==> src/rtl/ram_sim_master_pkg.sv <==
// Shared constants, FSM state type and length clamp for ram_sim_master.
// Sizes match the 16-entry x 25-bit simulation RAMs.
// Nothing here holds state.
package ram_sim_master_pkg;

  localparam int DW    = 25;  // RAM data width
  localparam int AW    = 11;  // RAM address port width
  localparam int IW    = 4;   // index bits actually used
  localparam int DEPTH = 16;  // 2**IW entries
  localparam int LW    = 5;   // width of the len command field

  typedef enum logic [1:0] {
    IDLE = 2'd0,
    LOAD = 2'd1,
    DUMP = 2'd2
  } state_t;

  // Lengths past the RAM depth are treated as a full-RAM transfer.
  function automatic logic [LW-1:0] clamp_len(input logic [LW-1:0] l);
    return (l > LW'(DEPTH)) ? LW'(DEPTH) : l;
  endfunction

endpackage

==> src/rtl/ram_sim_master.sv <==
// Initiator for a 16x25 sim RAM: LOAD streams s_* into RAM[0..n-1], DUMP streams RAM[0..n-1] out on m_*.
// Latency: zero; RAM write on the s handshake edge, async RAM read drives m_data combinationally; done 1 cycle after last beat.
// Backpressure: s_valid low or m_ready low stalls indefinitely; s_ready only high in LOAD, m_valid only high in DUMP.
//
// Ports:
//   clk, rst_n           clock, async active-low reset
//   cmd_load, cmd_dump   start pulses (sampled in IDLE only, LOAD wins), len = word count (clamped to 16)
//   busy, done           operation in progress / one-cycle completion pulse
//   s_valid/s_data/s_ready   input stream (LOAD)
//   m_valid/m_data/m_ready   output stream (DUMP)
//   addr_wr, ram_in, wr_enm  RAM write port
//   addr_rd, ram_out         RAM asynchronous read port
module ram_sim_master
  import ram_sim_master_pkg::*;
(
  input  logic          clk,
  input  logic          rst_n,
  input  logic          cmd_load,
  input  logic          cmd_dump,
  input  logic [LW-1:0] len,
  output logic          busy,
  output logic          done,
  input  logic          s_valid,
  input  logic [DW-1:0] s_data,
  output logic          s_ready,
  output logic          m_valid,
  output logic [DW-1:0] m_data,
  input  logic          m_ready,
  output logic [AW-1:0] addr_wr,
  output logic [DW-1:0] ram_in,
  output logic          wr_enm,
  output logic [AW-1:0] addr_rd,
  input  logic [DW-1:0] ram_out
);

  state_t        state, state_nxt;
  logic [IW-1:0] idx, idx_nxt;
  logic [LW-1:0] cnt, cnt_nxt;
  logic          done_nxt;
  logic [LW-1:0] len_eff;

  assign len_eff = clamp_len(len);

  always_ff @(posedge clk or negedge rst_n) begin
    if (!rst_n) begin
      state <= IDLE;
      idx   <= '0;
      cnt   <= '0;
      done  <= 1'b0;
    end else begin
      state <= state_nxt;
      idx   <= idx_nxt;
      cnt   <= cnt_nxt;
      done  <= done_nxt;
    end
  end

  always_comb begin
    state_nxt = state;
    idx_nxt   = idx;
    cnt_nxt   = cnt;
    done_nxt  = 1'b0;
    s_ready   = 1'b0;
    wr_enm    = 1'b0;
    ram_in    = '0;
    addr_wr   = '0;
    m_valid   = 1'b0;
    addr_rd   = '0;

    case (state)
      IDLE: begin
        if (cmd_load || cmd_dump) begin
          idx_nxt = '0;
          cnt_nxt = len_eff;
          // A zero-length command completes immediately without leaving IDLE.
          if (len_eff == '0) begin
            done_nxt = 1'b1;
          end else begin
            state_nxt = cmd_load ? LOAD : DUMP;
          end
        end
      end

      LOAD: begin
        s_ready = 1'b1;
        wr_enm  = s_valid;
        ram_in  = s_data;
        addr_wr = {{(AW-IW){1'b0}}, idx};
        if (s_valid) begin
          idx_nxt = idx + 1'b1;
          cnt_nxt = cnt - 1'b1;
          if (cnt == LW'(1)) begin
            state_nxt = IDLE;
            done_nxt  = 1'b1;
          end
        end
      end

      DUMP: begin
        m_valid = 1'b1;
        addr_rd = {{(AW-IW){1'b0}}, idx};
        if (m_ready) begin
          idx_nxt = idx + 1'b1;
          cnt_nxt = cnt - 1'b1;
          if (cnt == LW'(1)) begin
            state_nxt = IDLE;
            done_nxt  = 1'b1;
          end
        end
      end

      default: begin
        state_nxt = IDLE;
      end
    endcase
  end

  assign busy   = (state != IDLE);
  // Read data passes straight through; idx holds while stalled, so it stays stable.
  assign m_data = ram_out;

endmodule

==> config.mk <==
export PLATFORM = sky130hd
export DESIGN_NAME = ram_sim_master
export DESIGN_NICKNAME = d
export VERILOG_FILES = /design/src/rtl/ram_sim_master_pkg.sv /design/src/rtl/ram_sim_master.sv
export SDC_FILE = /design/constraint.sdc
export NUM_CORES = 1
export LEC_CHECK = 0
export ABC_CLOCK_PERIOD_IN_PS = 2500
export BUFFER_PORTS_ARGS = -buffer_cell sky130_fd_sc_hd__clkbuf_2
export CAP_MARGIN = 25
export CORE_MARGIN = 10
export CORE_UTILIZATION = 25
export CTS_BUF_LIST = sky130_fd_sc_hd__clkbuf_4 sky130_fd_sc_hd__clkbuf_8
export DETAILED_ROUTE_END_ITERATION = 12
export SLEW_MARGIN = 25
export SYNTH_ARGS = -nofsm -noshare
export SYNTH_HDL_FRONTEND = slang
export SYNTH_SLANG_ARGS = --single-unit
==> constraint.sdc <==
create_clock -name clk -period 2.5 [get_ports clk]
set_clock_uncertainty 0.15 [all_clocks]
set_input_delay 0.125 -clock clk [delete_from_list [all_inputs] [get_ports clk]]
set_output_delay 0.125 -clock clk [all_outputs]
set_load 0.01 [all_outputs]
# Word level (Yosys, flattened, before mapping)
# Cells that the tools add are included.
word_totals:
  ff_bits: 12
  input_bits: 61
  out_inout_bits: 77
  word_cells: 49
op_classes:
  addsub: 2
  order_cmp: 1
  eq_ne: 7
  mux: 28
  n_reduce_logical: 7
ops:
  columns: ["operator", "count"]
  rows:
  - ["$mux 25", 1]
  - ["$mux 4", 5]
  - ["$mux 5", 4]
  - ["$pmux 5 s3", 1]
  - ["$mux 2", 6]
  - ["$pmux 4 s3", 1]
  - ["$mux 1", 8]
  - ["$ne 2x2->1 const B", 4]
  - ["$reduce_and 4->1", 2]
  - ["$pmux 2 s3", 1]
  - ["$eq 5x1->1 const B", 1]
  - ["$gt 5x5->1 const B", 1]
  - ["$logic_not 5->1", 1]
  - ["$sub 5x1->5 const B", 1]
  - ["$add 4x1->4 const B", 1]
  - ["$pmux 1 s3", 1]
  - ["$reduce_bool 3->1", 1]
  - ["$eq 2x1->1 const B", 1]
  - ["$eq 2x2->1 const B", 1]
  - ["$logic_not 2->1", 1]
  - ["$reduce_bool 2->1", 1]
  - ["$logic_or 1x1->1", 1]

# Depth between registers and ports, before layout
logic_depth:
  ltp_word: 6
  depth_mapped: 7
  mapped_depth_nobuf: 6

# Least setup slack after synthesis
# OpenSTA, ideal clock, no wires.
synth_timing:
  path_type: "register to register"
  start: "register state[1]"
  end: "register cnt[2]"
  setup_time_ps: 132
  t_arrival_ps: 1612
  t_required_ps: 2218
  setup_slack_ps: 607
  stages_incl_launch_ff: 7
  n_path_buf: 0
  synth_period_minus_slack_ps: 1893
  path_cell_list: "dfrtp_1 -> inv_1 -> ha_1 -> and2b_1 -> nor4_4 -> mux2i_1 -> o211ai_2"
synth_via:
  elab_chain_cells: 3
  elab_cells_between_ends: 9
  cone_classes: "5 x eq/ne; 1 x mux; 3 x reduce/logical"
synth_rtl:
  columns: ["element", "line_no", "source"]
  rows:
  - ["start, declared", "ram_sim_master.sv:36", "state_t state, state_nxt;"]
  - ["start signal, assigned", "ram_sim_master.sv:51", "state <= state_nxt;"]
  - ["$eq 2x2->1 (tied with other cells)", "ram_sim_master.sv:70", "case (state)"]
  - ["$ne 2x2->1 (no source line) or $reduce_bool 3->1 (tied branches)", null, null]
  - ["$reduce_and 4->1 (no source line)", null, null]
  - ["end signal, assigned", "ram_sim_master.sv:53", "cnt <= cnt_nxt;"]
  - ["end, declared", "ram_sim_master.sv:38", "logic [LW-1:0] cnt, cnt_nxt;"]
# Several ways; a longest one is shown, not always the timed one.
# A chain may end at the register's enable or synchronous reset.

# Worst setup path in the final report
layout_timing:
  start: "register state[0]"
  end: "register cnt[2]"
# The elaborated chain is that of the path after synthesis.

==> metrics.md <==
| Metric | Value |
|---|---|
| # H-tree levels | `1` |
| RSZ-0062 raised after global routing | `false` |
| Layout cells sized above 1 | `about 40%` |
| CP Cell Sequence | `inv_1 -> ha_1 -> nor3b_4 -> nor4_4 -> buf_4 -> mux2i_1 -> o211ai_2` |
| CP delay by family, top | `simple AND/OR/NAND/NOR gates` |
| TritonCTS Buffers | `3` |
| DR WL/cell | `13.6 um` |
| MaxCap Viol Count | `0` |
| Initial Util | `26.2%` |
| CORE AREA | `5170 um^2` |
| Post-route cell area | `1620 um^2` |
| Worst reg2reg startpoint | `state[0]$_DFFE_PN0P_` |
| DRC | `0` |
| DRT Pass-1 Iters | `4` |
| Die W | `93.7 um` |
| CTS tree | `built` |
| Yosys warnings | `0` |
| Fin. Hold Viols | `0` |
| Final worst path period share | `81.0%` |
| Cell Pwr Density | `936 nW/um^2` |
| Seq cells post-synth | `12` |
| Starting DRT DRC Count | `35` |
| Routability-driven placement congestion ratio | `a little under 0.8` |
| Post-DRT Antenna Nets | `0` |
| Row count | `26` |
| Util after Layout | `between 30 and 40%` |
| Critical path class | `reg2reg` |
| Slowest cell on the critical path | `dfrtp_1` |
| Crit path arrival time | `slightly below 2 ns` |
| Clock-pin slew on the worst setup and hold paths | `0.05 ns` |
| Slew Viols, Final | `0` |
| Worst hold path class | `in2reg` |
| Port bufs | `73` |
| Max stage delay on crit path | `0.38 ns` |
| Placed cells | `around 280` |
| Worst path required time | `2.46 ns` |
| FILL cells | `549` |
| Area grow syn2layout | `19.4%` |
| Clock sink total | `12` |
| Fmax | `494 MHz` |
| Crit. End Element | `flip-flop` |
| Fin nets | `~280` |
| Area of the mapped netlist | `1360 um^2` |
| Sequential area share after synthesis | `22.1%` |
| Worst-Skew Late Latency | `0.24 ns` |
| Cells on worst reg2reg path | `7` |
| Crit Reg-Reg Endpoint | `cnt[2]$_DFFE_PN0P_` |
| Stages on the worst setup path | `7` |
| Die Height | `93.7 um` |
| Initial antenna violation count | `0` |
| Final Critical Period | `2.02 ns` |
| CP Buf/Inv Count | `2` |
| Post-DP Area | `1560 um^2` |
| Crit-path max FO | `17` |
| Clk buf depth | `2` |
| End of the critical path | `cnt[2]$_DFFE_PN0P_` |
| GRT overflow | `0` |
| Pleak | `roughly 0.9 nW` |
| Pin count of the biggest net entering global routing | `32` |
| Die area | `just under 9000 um^2` |
| Setup TNS | `0 ns` |
| Global-route wire length before repair | `5920 um` |
| Via/cell ratio | `4.16` |
| Commonest cells after routing, fill and taps aside | `clkbuf_2, and2_1, conb_1, dfrtp_1, inv_1` |
| CP Launch Type | `flip-flop` |
| IO Pins | `between 100 and 150` |
| Post-Layout Cell Count | `284` |
| Post-CTS Resized | `0` |
| Worst Setup SP | `state[0]$_DFFE_PN0P_` |
| R2r setup slk | `0.48 ns` |
| Setup violations, final | `0` |
| Mapped Cells | `164` |
| Syn Area/Cell | `8.27 um^2` |
| Dpl hpwl | `3400 um` |
| Routed via count | `1181` |
| Total GRT Usage | `8.15%` |
| Status | `finished clean` |
| CTS root buf | `clkbuf_8` |
| Vias in the first global route | `around 1200` |
| Synth unique cells | `35` |
| Commonest non-fill, non-tap cell in the layout | `clkbuf_2` |
| Maximum vdd drop | `426 uV` |
| Drt total wl | `~3900 um` |
| Diode count | `0` |
## per-layer routing
metal | GRT usage, % | share of wire (%)
met1 | 8.03 | 37
met2 | 14.7 | 47
met3 | 4.00 | 14
met4 | 2.53 | 1.9
met5 | 0 | 0
## where the power goes
group	switching, mW	leakage (nW)	internal [mW]
Clock	0.0652	0.0216	0.106
Sequential	0.0683	0.155	0.271
Combinational	0.565	0.730	0.440
Total	0.699	0.907	0.817
## tightest hold or removal path: cells and delay by family
kind	cells	cell delay, ns
and+or+nand+nor	1	0.07
AOI/OAI and AO/OA	1	0.09
buffers and inverters	1	0.09
## metrics by stage
step	hold slack (ns)	power (mW)	setup WS [ns]
floorplan	-0.321	1.12	0.607
global placement	-0.112	1.35	0.550
detailed placement	-0.116	1.37	0.468
CTS	0.0238	1.55	0.451
global route	0.0688	1.68	0.319
finish	0.0288	1.52	0.475
## registers in the layout (all words and copies together) (netlist names)
signal  flops
cnt         5
idx         4
state       2
done        1
## synth_stat cells
| master | n | share of area, % |
|---|---|---|
| nor3b_4 | 1 | 1.4 |
| mux2i_1 | 4 | 3.0 |
| mux2_2 | 1 | 0.83 |
| and2_1 | 34 | 16 |
| or3b_2 | 1 | 0.65 |
| o21a_1 | 1 | 0.55 |
| nand2_1 | 7 | 1.9 |
| nor2_1 | 3 | 0.83 |
| nor4_1 | 2 | 0.92 |
| nand4_1 | 3 | 1.4 |
| conb_1 | 1 | 0.28 |
| dfrtp_1 | 12 | 22 |
| and2b_1 | 1 | 0.55 |
| nor4_4 | 1 | 1.6 |
| ha_1 | 7 | 6.5 |
| a21oi_2 | 1 | 0.65 |
| clkbuf_1 | 3 | 0.83 |
| o211ai_2 | 1 | 0.92 |
| nor3_1 | 5 | 1.8 |
| o2111ai_1 | 1 | 0.65 |
| or2b_1 | 1 | 0.55 |
| a32o_1 | 1 | 0.74 |
| buf_6 | 1 | 0.83 |
| o21bai_1 | 1 | 0.55 |
| o21ai_2 | 2 | 1.3 |
| buf_4 | 39 | 22 |
| o221ai_1 | 2 | 1.3 |
| nand3b_1 | 1 | 0.55 |
| nor2b_1 | 1 | 0.46 |
| a21o_1 | 2 | 1.1 |
| clkbuf_4 | 1 | 0.55 |
| a21oi_1 | 3 | 1.1 |
| nand3_1 | 7 | 2.6 |
| inv_1 | 11 | 3.0 |
| nand3_2 | 1 | 0.74 |
## kinds of logic (layout without fill, tap and decap cells)
family	Yosys count	count (layout)	share of synthesized area, %
compound gates	15	15	8.86
flops	12	12	22.1
simple gates	69	69	31.6
buf+inv	55	92	26.8
other cells	1	14	0.276
fa+ha+maj	7	7	6.46
mux	5	5	3.78
## final cells by class
| class | instances | area [um^2] | area share [%] |
|---|---|---|---|
| clock buffer | 3 | 41.3 | 2.55 |
| inverter | 11 | 41.3 | 2.55 |
| multi-input combinational | 110 | 741 | 45.7 |
| sequential | 12 | 300 | 18.5 |
| tap | 70 | 87.6 | 5.41 |
| timing repair buffer | 78 | 408 | 25.2 |
## worst min path at each step
stage,startpoint,endpoint,depth (start not counted)
2_1_floorplan,rst_n,cnt[0]$_DFFE_PN0P_,0
3_3_place_gp,rst_n,cnt[1]$_DFFE_PN0P_,1
3_5_place_dp,rst_n,cnt[1]$_DFFE_PN0P_,1
4_1_cts,len[3],cnt[3]$_DFFE_PN0P_,3
5_1_grt,cmd_load,state[0]$_DFFE_PN0P_,3
6_report,len[3],cnt[3]$_DFFE_PN0P_,3
## repair_timing
item                      in CTS  in global routing
hold buffers                   2                  0
hold endpoints to repair      13                  0
buffers inserted               0                  0
Note: power is estimated with default switching activity, not from simulation.
